`src/rtl/pipe_stage_reg.sv`:
```
// pipe_stage_reg: two-entry (main + skid) pipeline register with valid/ready
// handshaking. In_Ready is decoded from the registered occupancy only, so
// there is no combinational path from Out_Ready back to In_Ready.
// Optional feature: define PIPE_STAGE_STALL_CNT_EN to add the Stall_Cnt
// output, a saturating count of cycles where the output is stalled.
module pipe_stage_reg #(
    parameter int DATA_W = 68,
    parameter int CTRL_W = 3
) (
    input  logic              CLK,
    input  logic              RST,
    input  logic              FLUSH,
    input  logic              In_Valid,
    output logic              In_Ready,
    input  logic [CTRL_W-1:0] In_Ctrl,
    input  logic [DATA_W-1:0] In_Data,
    output logic              Out_Valid,
    input  logic              Out_Ready,
    output logic [CTRL_W-1:0] Out_Ctrl,
    output logic [DATA_W-1:0] Out_Data
`ifdef PIPE_STAGE_STALL_CNT_EN
    ,
    output logic [15:0]       Stall_Cnt
`endif
);

    typedef enum logic [1:0] {
        ST_EMPTY = 2'd0,
        ST_ONE   = 2'd1,
        ST_FULL  = 2'd2
    } state_t;

    state_t              r_state;
    state_t              w_state_nxt;
    logic [DATA_W-1:0]   r_main_data;
    logic [CTRL_W-1:0]   r_main_ctrl;
    logic [DATA_W-1:0]   r_skid_data;
    logic [CTRL_W-1:0]   r_skid_ctrl;
    logic                w_push;
    logic                w_pop;
    logic                w_main_ld_in;
    logic                w_main_ld_skid;
    logic                w_skid_ld;

    assign In_Ready  = (r_state != ST_FULL);
    assign Out_Valid = (r_state != ST_EMPTY);
    assign w_push    = In_Valid & In_Ready;
    assign w_pop     = Out_Valid & Out_Ready;

    // Bubbles carry all-zero control so they never write back or touch memory;
    // the payload simply keeps its last value.
    assign Out_Ctrl  = Out_Valid ? r_main_ctrl : {CTRL_W{1'b0}};
    assign Out_Data  = r_main_data;

    // Occupancy state register; reset has priority over everything.
    always_ff @(posedge CLK) begin
        if (RST) begin
            r_state <= ST_EMPTY;
        end else begin
            r_state <= w_state_nxt;
        end
    end

    // Next occupancy and entry load enables; flush overrides push/pop.
    always_comb begin
        w_state_nxt    = r_state;
        w_main_ld_in   = 1'b0;
        w_main_ld_skid = 1'b0;
        w_skid_ld      = 1'b0;
        if (FLUSH) begin
            w_state_nxt = ST_EMPTY;
        end else begin
            case (r_state)
                ST_EMPTY: begin
                    if (w_push) begin
                        w_state_nxt  = ST_ONE;
                        w_main_ld_in = 1'b1;
                    end else begin
                        w_state_nxt  = ST_EMPTY;
                    end
                end
                ST_ONE: begin
                    if (w_push && w_pop) begin
                        w_state_nxt  = ST_ONE;
                        w_main_ld_in = 1'b1;
                    end else if (w_push) begin
                        w_state_nxt  = ST_FULL;
                        w_skid_ld    = 1'b1;
                    end else if (w_pop) begin
                        w_state_nxt  = ST_EMPTY;
                    end else begin
                        w_state_nxt  = ST_ONE;
                    end
                end
                ST_FULL: begin
                    if (w_pop) begin
                        w_state_nxt    = ST_ONE;
                        w_main_ld_skid = 1'b1;
                    end else begin
                        w_state_nxt    = ST_FULL;
                    end
                end
                default: begin
                    w_state_nxt = ST_EMPTY;
                end
            endcase
        end
    end

    // Main entry: takes the input or drains the skid entry, otherwise holds.
    always_ff @(posedge CLK) begin
        if (RST) begin
            r_main_data <= {DATA_W{1'b0}};
            r_main_ctrl <= {CTRL_W{1'b0}};
        end else if (w_main_ld_in) begin
            r_main_data <= In_Data;
            r_main_ctrl <= In_Ctrl;
        end else if (w_main_ld_skid) begin
            r_main_data <= r_skid_data;
            r_main_ctrl <= r_skid_ctrl;
        end else begin
            r_main_data <= r_main_data;
            r_main_ctrl <= r_main_ctrl;
        end
    end

    // Skid entry: captures the beat accepted while the main entry is blocked.
    always_ff @(posedge CLK) begin
        if (RST) begin
            r_skid_data <= {DATA_W{1'b0}};
            r_skid_ctrl <= {CTRL_W{1'b0}};
        end else if (w_skid_ld) begin
            r_skid_data <= In_Data;
            r_skid_ctrl <= In_Ctrl;
        end else begin
            r_skid_data <= r_skid_data;
            r_skid_ctrl <= r_skid_ctrl;
        end
    end

`ifdef PIPE_STAGE_STALL_CNT_EN
    logic [15:0] r_stall_cnt;

    assign Stall_Cnt = r_stall_cnt;

    // Saturating stall counter; cleared by reset only, flush leaves it alone.
    always_ff @(posedge CLK) begin
        if (RST) begin
            r_stall_cnt <= 16'h0000;
        end else if (Out_Valid && !Out_Ready && (r_stall_cnt != 16'hFFFF)) begin
            r_stall_cnt <= r_stall_cnt + 16'h0001;
        end else begin
            r_stall_cnt <= r_stall_cnt;
        end
    end
`endif

endmodule

```
`config.mk`:
```
export PLATFORM = sky130hd
export DESIGN_NAME = pipe_stage_reg
export DESIGN_NICKNAME = d
export VERILOG_FILES = /design/src/rtl/pipe_stage_reg.sv
export SDC_FILE = /design/constraint.sdc
export NUM_CORES = 1
export LEC_CHECK = 0
export CAP_MARGIN = 10
export CORE_UTILIZATION = 48
export DETAILED_ROUTE_END_ITERATION = 8
export PLACE_DENSITY_LB_ADDON = 0.25
export SETUP_SLACK_MARGIN = 0.5
export SLEW_MARGIN = 20
export SYNTH_ARGS = -nofsm -noshare
export SYNTH_HDL_FRONTEND = slang
export SYNTH_SLANG_ARGS = --single-unit
export TNS_END_PERCENT = 10
```
`constraint.sdc`:
```
create_clock -name CLK -period 2.7 [get_ports CLK]
set_input_delay 0.27 -clock CLK [delete_from_list [all_inputs] [get_ports CLK]]
set_output_delay 0.27 -clock CLK [all_outputs]
set_load 0.05 [all_outputs]
```
# After elaboration in Yosys (flattened, before gate mapping)
# Cells that the tools add are included.
[word_totals] register_bits=144 latch_bits=0 ram_bits=0 romBits=0 in_bits=76 output_inout_bits=73 elab_cells=36 memories=0
[op_classes] add_sub_neg=0 multipliers=0 div=0 magnitude_cmp=0 n_eq_ne=3 shift=0 mux=21 n_bitwise=2 n_reduce_logical=5
[ops] operator="68-bit 2-to-1 mux" n=2
[ops] operator="1-bit 2-to-1 mux" n=11
[ops] operator="3-bit 2-to-1 mux" n=3
[ops] operator="2-bit 2-to-1 mux" n=3
[ops] operator="2-bit case mux with 3 select lines" n=1
[ops] operator="2-bit nonzero test" n=2
[ops] operator="1-bit AND" n=2
[ops] operator="2-bit by 1-bit equality test with 1-bit output, second input constant" n=1
[ops] operator="2-bit equality test, second input constant" n=1
[ops] operator="2-bit zero test" n=1
[ops] operator="2-bit inequality test, second input constant" n=1
[ops] operator="1-bit case mux with 2 select lines" n=1
[ops] operator="2-bit OR reduction" n=1
[ops] operator="1-bit logical AND" n=1

# Depth between registers and ports, before layout
# Gate-level depths: netlist of the first run.
[logic_depth] ltp_word=7 ltp_mapped=11 mapped_depth_nobuf=7

# Least setup slack after synthesis of the first run
# OpenSTA, ideal clock, no wires.
[synth_timing] kind="register to register" start="register r_state[0]" end="register r_main_data[0] (netlist: Out_Data[0])" setup_ns=0.096 arrival_time_ns=2.320 required_ns=2.604 slack_ns=0.284 stages_incl_launch_ff=9 path_buffers=2 period_less_slack_ns=2.416 path_cell_list="dfxtp_1 > buf_6 > nand2b_1 > and2_1 > ha_1 > mux2i_1 > clkbuf_1 > nor3_1 > o41ai_2"
[synth_between] elab_chain_len=7 word_cells_on_any_way=17 classes_between="3 x eq/ne; 8 x mux; 2 x bitwise; 4 x reduce/logical"
[synth_rtl] item="from (decl)" line="33" source="state_t r_state;"
[synth_rtl] item="from (signal assigned)" line="60" source="r_state <= w_state_nxt;"
[synth_rtl] item="2-bit inequality test (*)" line="45" source="assign In_Ready = (r_state != ST_FULL);"
[synth_rtl] item="net In_Ready" line="14" source="output logic In_Ready,"
[synth_rtl] item="1-bit AND (*)" line="47" source="assign w_push = In_Valid & In_Ready;"
[synth_rtl] item="1-bit logical AND" line="83" source="if (w_push && w_pop) begin"
[synth_rtl] item="1-bit 2-to-1 mux" line="83"
[synth_rtl] item="1-bit case mux with 2 select lines (*)" line="73" source="case (r_state)"
[synth_rtl] item="1-bit 2-to-1 mux (*)" line="70" source="if (FLUSH) begin"
[synth_rtl] item="68-bit 2-to-1 mux or 2-bit nonzero test (tied branches)"
[synth_rtl] item="to (signal assigned)" line="113" source="r_main_data <= {DATA_W{1'b0}};"
[synth_rtl] item="to (signal assigned)" line="116" source="r_main_data <= In_Data;"
[synth_rtl] item="to (signal assigned)" line="119" source="r_main_data <= r_skid_data;"
[synth_rtl] item="to (decl)" line="35" source="logic [DATA_W-1:0] r_main_data;"
# The timed path passes the listed nets; every way through them passes the cells marked *.
# A chain may end at the register's enable or synchronous reset.

# Worst setup path in the final report of the first run
[layout_timing] start="register r_state[1]" end="register r_main_data[43] (netlist: Out_Data[43])"
[layout_between] elab_chain_len=7 word_cells_on_any_way=17 classes_between="3 x eq/ne; 8 x mux; 2 x bitwise; 4 x reduce/logical"
[layout_rtl] item="2-bit inequality test or 2-bit nonzero test (tied branches)" line="45, 46"
[layout_rtl] item="1-bit AND, on equally long branches" line="47, 48"
[layout_rtl] item="1-bit logical AND" line="83"
[layout_rtl] item="1-bit 2-to-1 mux" line="83"
[layout_rtl] item="1-bit case mux with 2 select lines" line="73"
[layout_rtl] item="1-bit 2-to-1 mux" line="70"
[layout_rtl] item="68-bit 2-to-1 mux or 2-bit nonzero test (tied branches)"
# Parallel ways exist; a longest one is shown, timed or not.

==> results.py, run 1 <==
metrics = {
    "setup_path": {
        "start_kind": "register",
        "crit_fanout": 77,
        "setup.worst_path.start": "r_state[1]$_SDFF_PP0_",
        "r2r_setup_slack_ns": 0.54,
        "timing.critical_path.to": "Out_Data[43]$_SDFFE_PP0P_",
        "r2r-start": "r_state[1]$_SDFF_PP0_",
        "r2r-end": "Out_Data[43]$_SDFFE_PP0P_",
        "rr_worst_depth": 5,
        "endpoint_kind": "register",
        "crit_arrival_ns": 2.43,
        "critical_path_class": "reg2reg",
        "crit_required_ns": 2.97,
    },
    "timing": {
        "rsz0062_at_grt": "true",
        "max-slew-margin-rel_pct": 44.8,
        "max_freq_mhz": 463,
        "fin_skew_ns": 0.00453,
        "tightest_slew_ns": 0.828,
        "final-setup-viol-count": 0,
        "finalCritPeriodShare_pct": 80.0,
        "fin_tns_setup_ns": 0,
        "hold_viol": 0,
        "drv_slew": 0,
        "min_period_ns": 2.16,
    },
    "pwr": {
        "pwr-share-comb_pct": 13.7,
        "power_leakage_nw": 3.22,
        "seq_power_share_pct": 38.6,
        "swShare_pct": 25.2,
        "clkPwrFrac_pct": 47.7,
        "p_int_mw": 4.26,
        "power_density_nw_per_um2": 618,
        "vdd_drop_max_uv": 460,
        "switching_power_mw": 1.44,
    },
    "worst_hold_path": {
        "hold_depth": 3,
        "hp-class": "in2reg",
    },
    "placed_design": {
        "place.gp.congestion": 0.776,
        "dp_hpwl_um": 12000,
        "port_buffers": 148,
    },
    "logic_synthesis": {
        "syn_inst": 770,
        "synth_top_cell_area_share_pct": 41.8,
        "synthArstFlopShare_pct": 0,
        "synth_fp_nets": 848,
        "ys_warn_count": 0,
        "syn_area_um2": 6900,
        "syn_area_per_cell_um2": 8.97,
        "synth_area_leader_cell": "dfxtp_1",
        "ys_top_cells_by_count": "dfxtp_1 (144), a21oi_1 (142), nand2_1 (142)",
        "ys_seq_area_share_pct": 41.8,
        "synth_cell_types": 26,
        "yosysMostFrequentCell": "dfxtp_1",
        "synth_edf_count": 0,
        "synth-seq-cells": 144,
        "yosys-top-cells-area": "dfxtp_1 (42%), o41ai_2 (16%), a21oi_1 (10%)",
        "synth_flop_cell": "dfxtp_1",
    },
    "global_route": {
        "use_met3_pct": 6.55,
        "grtUsageTotal_pct": 29.5,
        "use_met1_pct": 37.4,
        "grt.overflow.total": 0,
        "grt_pass1_wl_um": 34300,
        "grtUsageMet2_pct": 48.5,
        "grt_max_degree": 145,
        "antenna_found_initial": 0,
        "grt-busiest-layer": "met2",
        "grt_pass1_vias": 6714,
    },
    "die": {
        "die_area_um2": 14900,
        "io_pins": 149,
        "die_w_um": 122,
        "initial_core_util_pct": 49.5,
        "chipHeight_um": 122,
        "core-area_um2": 13900,
        "row_count": 43,
    },
    "routing": {
        "vias": 6857,
        "antenna_left": 0,
        "avgViaCountPerCell": 6.52,
        "drt-initial-drc-count": 829,
        "route.detailed.drc": 0,
        "wirelength_um": 21700,
        "wl_per_cell_um": 20.7,
        "first_pass_iters": 5,
    },
    "cts": {
        "htreeDepth": 4,
        "cts_hold_repair.buffers": 0,
        "root_buffer": "clkbuf_16",
        "clockBufferDepth": 2,
        "post-cts-setup-buffer-count": 0,
        "numCtsBuffers": 17,
        "clk_latency_ns": 0.42,
        "clk_pin_slew_ns": 0.06,
        "cts_tree": "yes",
        "clock_sinks": 144,
    },
    "finish": {
        "diodes": 0,
        "drive_gt1_share_pct": 16.6,
        "area_delta_synth_final_pct": 33.6,
        "fin_nets": 936,
        "fin_util_pct": 66.2,
    },
    "run": {
        "drv_cap": 0,
    },
    "run_status": {
        "status": "completed",
    },
}
what timing repair did:
action                                  in CTS  in global routing
gates resized for setup                      4                  4
pin swaps                                    0                  1
endpoints found under the setup margin     121                 92
per-layer routing:
| layer | wire (µm) | vias to the layer above |
|---|---|---|
| met5 | 0 | - |
| met4 | 459 | 0 |
| met3 | 1600 | 53 |
| met2 | 10500 | 369 |
| met1 | 9110 | 3364 |
| li1 | - | 3071 |
sequential cells by signal, summed over array words and instances, names as in the netlist:
register / count
Out_Data: 68
r_main_ctrl: 3
r_skid_ctrl: 3
r_skid_data: 68
r_state: 2
per-stage QoR:
step	hold WS [ns]	area (µm²)	instances	worst slack [ns]	total power, mW
floorplan	0.347	6920	770	0.561	2.70
detailed placement	0.446	8500	1019	0.231	3.01
global route	0.431	9220	1051	0.450	5.87
global placement	0.441	8500	1019	0.333	3.00
finish	0.424	9220	1051	0.539	5.70
CTS	0.413	9210	1051	0.480	5.71
final cells by class:
cell class | count | area, µm²
Fill cell | 1086 | 4710
Multi-Input combinational cell | 520 | 3650
Timing Repair Buffer | 171 | 1750
Clock inverter | 9 | 173
Tap cell | 180 | 225
Inverter | 4 | 15.0
Sequential cell | 144 | 2890
Clock buffer | 23 | 519
layout by cell type, fill, tap and decap left out, types with 2 or more instances in the layout:
| cell type | instances |
|---|---|
| clkdlybuf4s50_1 | 143 |
| dfxtp_1 | 142 |
| a21oi_1 | 142 |
| nand2_1 | 142 |
| nor3_1 | 73 |
| o2111ai_1 | 71 |
| o41ai_2 | 70 |
| clkbuf_16 | 18 |
| buf_4 | 17 |
| buf_12 | 7 |
| bufinv_16 | 5 |
| clkbuf_8 | 5 |
| nor2b_1 | 4 |
| inv_1 | 3 |
| clkinv_2 | 3 |
| mux2i_4 | 2 |
| nand4bb_4 | 2 |
| o22a_1 | 2 |
| buf_6 | 2 |
| buf_8 | 2 |
worst max-delay path: stages, from the launching register on:
cell and delay (ns):
dfxtp_4 0.38, buf_8 0.47, mux2i_4 0.37, o21a_4 0.18, buf_4 0.42, o41ai_1 0.16
worst min path at each step:
| stage | end | slack, ns | from |
|---|---|---|---|
| floorplan | r_state[1]$_SDFF_PP0_ | 0.35 | FLUSH |
| global placement | r_skid_data[24]$_SDFFE_PP0P_ | 0.44 | r_skid_data[24]$_SDFFE_PP0P_ |
| detailed placement | r_skid_data[52]$_SDFFE_PP0P_ | 0.45 | r_skid_data[52]$_SDFFE_PP0P_ |
| CTS | r_skid_data[64]$_SDFFE_PP0P_ | 0.41 | In_Data[64] |
| global route | r_skid_data[30]$_SDFFE_PP0P_ | 0.43 | In_Data[30] |
| finish | r_skid_data[64]$_SDFFE_PP0P_ | 0.42 | In_Data[64] |
power by group through the flow:
stage                     clock (mW)  combinational (mW)  sequential (mW)
after floorplan                    0               0.365             2.34
after global placement             0               0.754             2.24
after detailed placement           0               0.767             2.24
after CTS                       2.74               0.772             2.20
after global routing            2.85               0.822             2.20
final                           2.72               0.782             2.20
kinds of logic (layout without fill, tap and decap cells):
| group | count (synthesis) | in the layout | share of synthesized area [%] |
|---|---|---|---|
| AO/OA/AOI/OAI | 287 | 287 | 36.3 |
| adder cells (fa/ha/maj) | 2 | 2 | 0.362 |
| buffers and inverters | 106 | 207 | 6.78 |
| flip-flops | 144 | 144 | 41.8 |
| multiplexers | 3 | 3 | 0.507 |
| AND/OR/NAND/NOR | 228 | 228 | 14.3 |
Note: power is estimated with default switching activity, not from simulation.
==> inputs of run 2 (changes only) <==
--- a/config.mk
+++ b/config.mk
@@ -6,7 +6,7 @@
 export NUM_CORES = 1
 export LEC_CHECK = 0
 export CAP_MARGIN = 10
-export CORE_UTILIZATION = 48
+export CORE_UTILIZATION = 46
 export DETAILED_ROUTE_END_ITERATION = 8
 export PLACE_DENSITY_LB_ADDON = 0.25
 export SETUP_SLACK_MARGIN = 0.5
==> constraint.sdc (replaced) <==
create_clock -name CLK -period 1.8 [get_ports CLK]
set_input_delay 0.18 -clock CLK [delete_from_list [all_inputs] [get_ports CLK]]
set_output_delay 0.18 -clock CLK [all_outputs]
set_load 0.05 [all_outputs]
==> run 2 against run 1 <==
Effect of this change: the flow now finishes with violations (negative setup slack); clock power increased by 37%; die area increased by 4.3%; hold slack got worse by 0.35 ns; clock skew increased by 0.0020 ns; cell area grew 6.2%; critical endpoint is now r_skid_data[4]$_SDFFE_PP0P_; global-route usage grew 0.19 points; first-iteration DRC count decreased by 3.0%; combinational power grew 70%; largest power group unchanged; via count rose by 5.8%; worst setup slack worse by 0.55 ns.
==> results.py, run 2 (synthesis gave the netlist of run 1 again) <==
metrics = {
    "setup_path": {
        "critical_path_class": "reg2reg",
        "endpoint_kind": "register",
        "crit_arrival_ns": 2.17,
        "crit_required_ns": 2.16,
        "cp_cell_sequence": "nand2b_4 > and2_4 > ha_2 > nor4bb_4 > buf_6 > buf_12 > buf_16 > nand2_1 > a21oi_2",
        "start_kind": "register",
        "crit_fanout": 6,
        "cp_slowest_stage_delay_ns": 0.37,
        "slowest_stage": "dfxtp_4",
    },
    "timing": {
        "max-slew-margin-rel_pct": 67.0,
        "fin_skew_ns": 0.00658,
        "fin_tns_setup_ns": -0.0486,
        "drv_slew": 0,
        "postLayoutSetupSlackWorst_ns": -0.0149,
        "rsz0062_at_grt": "true",
        "max_freq_mhz": 551,
        "min_period_ns": 1.81,
        "hold_viol": 0,
        "finalCritPeriodShare_pct": 101,
        "tightest_slew_ns": 0.495,
        "final-setup-viol-count": 4,
    },
    "cts": {
        "numCtsBuffers": 17,
        "cts_hold_repair.buffers": 0,
        "cts_tree": "yes",
        "clk_latency_ns": 0.43,
        "clockBufferDepth": 2,
        "htreeDepth": 4,
        "clock_sinks": 144,
        "root_buffer": "clkbuf_16",
        "clk_pin_slew_ns": 0.06,
    },
    "finish": {
        "final_cells": 1092,
        "design_area_um2": 9790,
        "drive_gt1_share_pct": 32.0,
        "diodes": 0,
        "area_delta_synth_final_pct": 41.8,
        "layout_common_cells": "dfxtp_1 (142), nand2_1 (140), a21oi_1 (112)",
        "ff_latch_area_um2": 2890,
        "final_common_cell": "dfxtp_1",
        "fill_cells": 1079,
        "multi_input_area_um2": 3930,
        "fin_nets": 974,
    },
    "global_route": {
        "grt_max_degree": 81,
        "antenna_found_initial": 0,
        "grt_pass1_wl_um": 37100,
        "grt_pass1_vias": 7305,
        "grt.overflow.total": 0,
        "grtUsageTotal_pct": 29.7,
    },
    "die": {
        "die_area_um2": 15500,
        "row_count": 44,
        "initial_core_util_pct": 47.3,
        "core-area_um2": 14600,
        "io_pins": 149,
        "chipHeight_um": 125,
        "die_w_um": 125,
    },
    "run_status": {
        "status": "complete, but fails checks",
        "violations": "negative setup slack",
    },
    "pwr": {
        "switching_power_mw": 2.18,
        "vdd_drop_max_uv": 513,
        "power_density_nw_per_um2": 855,
        "clkPwrFrac_pct": 44.7,
        "power_leakage_nw": 3.72,
        "pwr-share-comb_pct": 15.9,
        "p_int_mw": 6.19,
        "seq_power_share_pct": 39.4,
        "swShare_pct": 26.0,
    },
    "placed_design": {
        "port_buffers": 148,
        "placed_cell_area_um2": 8800,
        "dp_hpwl_um": 13600,
        "place.gp.congestion": 0.812,
        "placed_cells": 1043,
    },
    "worst_hold_path": {
        "hp-class": "in2reg",
    },
    "routing": {
        "avgViaCountPerCell": 6.64,
        "drt-initial-drc-count": 804,
        "wirelength_um": 24200,
        "wl_per_cell_um": 22.2,
        "first_pass_iters": 7,
        "vias": 7253,
        "route.detailed.drc": 0,
        "antenna_left": 0,
    },
    "run": {
        "drv_cap": 0,
    },
}
-- run 2: critical path: cells and delay by family (launching register included) --
| kind | cells | cell delay (ns) |
|---|---|---|
| compound gates | 1 | 0.15 |
| flops | 1 | 0.37 |
| fa+ha+maj | 1 | 0.19 |
| buf+inv | 3 | 0.43 |
| simple gates | 4 | 0.61 |
-- run 2: power by group through the flow --
| stage | logic (mW) | clock network, mW | registers, mW |
|---|---|---|---|
| after detailed placement | 1.21 | 0 | 3.37 |
| after global placement | 1.19 | 0 | 3.36 |
| after CTS | 1.29 | 3.75 | 3.30 |
| after global routing | 1.38 | 3.90 | 3.30 |
| final | 1.33 | 3.74 | 3.30 |
| after floorplan | 0.566 | 0 | 3.50 |
-- run 2: timing repair --
| item | 4_1_cts | 5_1_grt |
|---|---|---|
| endpoints found under the setup margin | 217 | 217 |
| pin swaps | 2 | 39 |
| cloned | 4 | 5 |
| setup buffers | 5 | 4 |
| resized for setup | 60 | 188 |
-- run 2: layout make-up --
class,count,area share [%]
clock buffer,27,5.44
clock inverter,4,0.971
inverter,4,0.153
multi-input combinational,520,40.1
sequential,144,29.5
tap,184,2.35
timing repair buffer,209,21.4
-- run 2: worst paths after layout --
kind	startpoint	endpoint	slack (ns)	cells after the start
setup / recovery	r_state[0]$_SDFF_PP0_	r_skid_data[4]$_SDFFE_PP0P_	-0.01	9
hold / removal	RST	r_skid_data[17]$_SDFFE_PP0P_	0.08	2
setup reg to reg	r_state[0]$_SDFF_PP0_	r_skid_data[4]$_SDFFE_PP0P_	-0.01	9
hold reg to reg	r_skid_data[17]$_SDFFE_PP0P_	r_skid_data[17]$_SDFFE_PP0P_	0.45	2
-- run 2: routing by layer --
| metal | part of all wire [%] | track usage (%) |
|---|---|---|
| met4 | 3.1 | 16.2 |
| met5 | 0 | 0 |
| met3 | 7.5 | 6.66 |
| met1 | 40 | 35.4 |
| met2 | 50 | 49.6 |
-- run 2: metrics by stage --
stage / util [%] / total power [mW] / setup slack, ns / hold slack, ns
after floorplan: - / 4.07 / -0.155 / 0.249
after CTS: 67.0 / 8.33 / 0.0168 / 0.0630
after detailed placement: 60.3 / 4.58 / -0.302 / 0.446
final: 67.1 / 8.37 / -0.0149 / 0.0764
after global placement: 60.3 / 4.55 / -0.205 / 0.441
after global routing: 67.1 / 8.59 / -0.0989 / 0.0698
==> patch 1 (flow settings as in run 1) <==
Encoding of `state_t`: now one-hot (3 bits for 3 states).
--- a/src/rtl/pipe_stage_reg.sv
+++ b/src/rtl/pipe_stage_reg.sv
@@ -24,10 +24,10 @@
 `endif
 );
 
-    typedef enum logic [1:0] {
-        ST_EMPTY = 2'd0,
-        ST_ONE   = 2'd1,
-        ST_FULL  = 2'd2
+    typedef enum logic [2:0] {
+        ST_EMPTY = 3'b001,
+        ST_ONE   = 3'b010,
+        ST_FULL  = 3'b100
     } state_t;
 
     state_t              r_state;
Formal check against the unedited RTL: no difference found for any inputs over 4 cycles, from zero or initial values and one cycle with RST high; so few cycles prove little.
==> patch 1 against run 1 <==
- clock skew up 0.0019 ns
- sequential power is 3% higher
- synthesized area is 5.0% lower
- wire length fell by 6.4%
- power fell by 1.9%
- die area shrank 4.9%
- combinational power up 17%
- hold slack better by 0.022 ns
- design area is 5.8% lower
- worst setup slack better by 0.013 ns
- via count up 1.3%
- fmax increased by 0.62%
- sequential cell count increased by 1
==> patch 1: results (changes against run 1) <==
GRT Util Overall 0.292 (was 0.295); routability cong. 0.785 (was 0.776); FF-to-FF End Out_Data[0] (was Out_Data[43]); TritonCTS Buffers 17 (unchanged); dominant synthesized flop cell dfxtp_1 (unchanged); CP delay by family, top flip-flops (was buffers and inverters); grt met3 use 0.0647 (was 0.0655); initial DRC count 730 (was 829); post-synthesis sequential area ratio 0.443 (was 0.418); HP Class input pin to flop (unchanged); initial antenna violation count 0 (unchanged); slowest stage delay, CP 0.59 ns (was 0.47 ns); path depth of the worst reg2reg path 5 (unchanged); Max Buffers Root-to-Sink 2 (unchanged); fill count 1089 (was 1086); Synth warnings 0 (unchanged); Final Hold Vio Count 0 (unchanged); Routed met3 length 1580 um (was 1600 um); crit path DAT 1.88 ns (was 2.43 ns); GR Layer Usage met1 0.379 (was 0.374); PwrDens 644 nW/um2 (was 618 nW/um2); top sig layer met4 (unchanged); synth top area cells dfxtp_1 44%, o21ai_0 11%, nand3_1 11% (was dfxtp_1 42%, o41ai_2 16%, a21oi_1 10%); wire length on met2 9780 um (was 10500 um); CP Capture Point In_Ready (was Out_Data[43]); Hold Path End r_skid_data[62] (was r_skid_data[64]); vias in the first global route 6573 (was 6714); first-pass GRT wire length 33300 um (was 34300 um); Clock Skew 0.00645 ns (was 0.00453 ns); crit-path max FO 12 (was 77); # port buffers 148 (unchanged); leakage power 2.60 nW (was 3.22 nW); synth cell count leaders 145 x dfxtp_1, 143 x o21ai_0, 142 x nand3_1, 95 x clkbuf_1, 72 x a21oi_1 (was 144 x dfxtp_1, 142 x a21oi_1, 142 x nand2_1, 90 x clkbuf_1, 73 x nor3_1); routed len/inst 19.3 um (was 20.7 um); hold path cells 2 (was 3); outcome finished, final reports clean (unchanged); Net Count, Synth 864 (was 848); Clock transition at path regs 0.06 ns (about the same); Max VDD drop 0.377 mV (was 0.460 mV); vias 6945 (was 6857); share of cells above drive strength 1 0.0819 (was 0.166); H-tree depth 4 (unchanged); largest net degree at the start of global routing 76 (was 145); DP HPWL 12300 um (was 12000 um); HP Start RST (was In_Data[64]); post-synth cell types 31 (was 26); Slew @ Worst Pin 0.819 ns (was 0.828 ns); Crit-path slowest cell dfxtp_1 (was buf_8); R2R Setup Slk 0.66 ns (was 0.54 ns); met2 Use GR 0.476 (was 0.485); met1 wire length 8620 um (was 9110 um); Total Nets Final 944 (was 936)
-- patch 1: metrics by stage --
stage / hold WS, ns / worst slack [ns] / utilization / std cells / instance area (um2)
2_1_floorplan: 0.360 / 0.861 / - / 787 / 6560
3_3_place_gp: 0.459 / 0.528 / 0.607 / 1024 / 8080
3_5_place_dp: 0.468 / 0.448 / 0.607 / 1024 / 8080
6_report: 0.445 / 0.552 / 0.653 / 1055 / 8690
4_1_cts: 0.423 / 0.483 / 0.653 / 1055 / 8680
5_1_grt: 0.434 / 0.482 / 0.653 / 1055 / 8690
-- patch 1: power breakdown --
group | switching [W] | leakage (nW) | internal (W)
registers | 0.0000478 | 1.18 | 0.00222
clock network | 0.000900 | 0.301 | 0.00151
logic | 0.000584 | 1.12 | 0.000329
-- patch 1: repair_timing --
item                                    CTS  global route
gates cloned                              0             0
endpoints found under the setup margin    4            39
gates resized for setup                   1             2
endpoints found under the hold margin     0             0
hold buffers                              0             0
setup buffers                             0             0
-- patch 1: kinds of logic (layout without fill, tap and decap cells) --
logic type / Yosys count / after routing / share of synthesized area
AO/OA/AOI/OAI: 363 / 363 / 0.347
XOR/XNOR: 1 / 1 / 0.00134
adder cells (fa/ha/maj): 1 / 1 / 0.00191
buffers and inverters: 114 / 206 / 0.0769
flip-flops: 145 / 145 / 0.443
AND/OR/NAND/NOR: 163 / 163 / 0.130
-- patch 1: worst reg2reg max path, stage by stage, from the launching register on --
cell	delay [ns]
dfxtp_1	0.59
nand2b_2	0.23
buf_6	0.31
buf_6	0.36
a211oi_1	0.16
a311oi_1	0.30
-- patch 1: cell type report --
cell class,count,area share
clock buffer,20,0.0537
tap,176,0.0254
multi-input combinational,528,0.368
inverter,2,0.000864
timing repair buffer,173,0.202
sequential,145,0.334
clock inverter,11,0.0157
==> patch 2 (settings of run 1) <==
Without the edit above. Build with the macro `PIPE_STAGE_STALL_CNT_EN` defined.
--- a/src/rtl/pipe_stage_reg.sv
+++ b/src/rtl/pipe_stage_reg.sv
@@ -3,6 +3,8 @@
 // there is no combinational path from Out_Ready back to In_Ready.
 // Optional feature: define PIPE_STAGE_STALL_CNT_EN to add the Stall_Cnt
 // output, a saturating count of cycles where the output is stalled.
+`define PIPE_STAGE_STALL_CNT_EN
+
 module pipe_stage_reg #(
     parameter int DATA_W = 68,
     parameter int CTRL_W = 3
Behaviour (old outputs only; new: Stall_Cnt): unchanged (equiv_simple and equiv_induct, registers matched by name and starting in step).
==> patch 2 against run 1 <==
- synthesized cell count did not move
- sequential cell count rose by 16
- global-route usage fell by 4.6 points
- critical path type is now flop to output port
- synthesized area fell by 4.7%
- largest cell class is now registers
- design area fell by 3.0%
- worst setup slack improved by 0.019 ns
- wire length fell by 19%
- power fell by 6.0%
==> patch 2: results (changes against run 1) <==
Slew @ Worst Pin 0.709 ns (was 0.828 ns); met1 wire length 7430 um (was 9110 um); crit path DAT 1.87 ns (was 2.43 ns); Net Count, Synth 849 (was 848); slowest stage delay, CP 0.81 ns (was 0.47 ns); leakage power 3.04 nW (was 3.22 nW); initial DRC count 411 (was 829); largest net degree at the start of global routing 72 (was 145); # port buffers 164 (was 148); outcome finished, final reports clean (unchanged); synth cell count leaders 222 x nand2_1, 160 x dfxtp_1, 76 x a21oi_1, 71 x o22ai_1, 70 x o21ai_2 (was 144 x dfxtp_1, 142 x a21oi_1, 142 x nand2_1, 90 x clkbuf_1, 73 x nor3_1); share of cells above drive strength 1 0.157 (was 0.166); routability cong. 0.809 (was 0.776); Routed met3 length 1190 um (was 1600 um); GR Layer Usage met1 0.316 (was 0.374); Reg2Reg Launch Point r_state[0] (was r_state[1]); path depth of the worst reg2reg path 8 (was 5); wire length on met2 8660 um (was 10500 um); routed len/inst 16.0 um (was 20.7 um); FF-to-FF End Out_Data[58] (was Out_Data[43]); R2R Setup Slk 0.62 ns (was 0.54 ns); grt met3 use 0.0632 (was 0.0655); crit-path max FO 9 (was 77); vias in the first global route 5820 (was 6714); Max VDD drop 0.446 mV (was 0.460 mV); Max Buffers Root-to-Sink 2 (unchanged); vias 6176 (was 6857); GRT Util Overall 0.250 (was 0.295); met2 Use GR 0.406 (was 0.485); Total Nets Final 993 (was 936)
patch 2: cell types whose count changed after synthesis, sizes merged, moves of 26 or more:
| cell | change |
|---|---|
| nor3 | -62 |
| buf | +26 |
| o41ai | -70 |
| nand2 | +80 |
| clkbuf | -65 |
| o2111ai | -71 |
| a21oi | -66 |
| o22ai | +71 |
| o21ai | +73 |
patch 2: layout make-up:
cell class / count / area (um2)
fill: 1062 / 4350
sequential: 160 / 3210
multi-input combinational: 541 / 3020
tap: 176 / 220
clock inverter: 10 / 111
clock buffer: 21 / 450
antenna: 1 / 2.50
inverter: 6 / 22.5
timing repair buffer: 188 / 1910
patch 2: stage by stage:
stage / hold slack (ns) / setup slack (ns) / instances / cell area (um2) / total power, W
floorplan: 0.347 / 0.481 / 770 / 6590 / 0.00284
CTS: 0.306 / 0.491 / 1097 / 8870 / 0.00539
global placement: 0.434 / 0.300 / 1065 / 8260 / 0.00308
detailed placement: 0.443 / 0.171 / 1065 / 8260 / 0.00309
global route: 0.338 / 0.504 / 1102 / 8940 / 0.00555
finish: 0.305 / 0.558 / 1103 / 8940 / 0.00536
patch 2: report_power, final:
| group | switching [W] | total, W | internal, W |
|---|---|---|---|
| sequential | 0.0000307 | 0.00244 | 0.00241 |
| combinational | 0.000372 | 0.000625 | 0.000253 |
| clock | 0.000920 | 0.00230 | 0.00138 |
| total | 0.00132 | 0.00536 | 0.00404 |
patch 2: how the worst min path moves through the flow:
stage / from / to / slack [ns] / cells past startpoint
finish: RST / Stall_Cnt[8] / 0.31 / 2
global route: RST / r_skid_data[59] / 0.34 / 2
CTS: RST / Stall_Cnt[6] / 0.31 / 2
detailed placement: Out_Data[55] / Out_Data[55] / 0.44 / 2
global placement: Out_Data[32] / Out_Data[32] / 0.43 / 2
floorplan: FLUSH / r_state[0] / 0.35 / 1
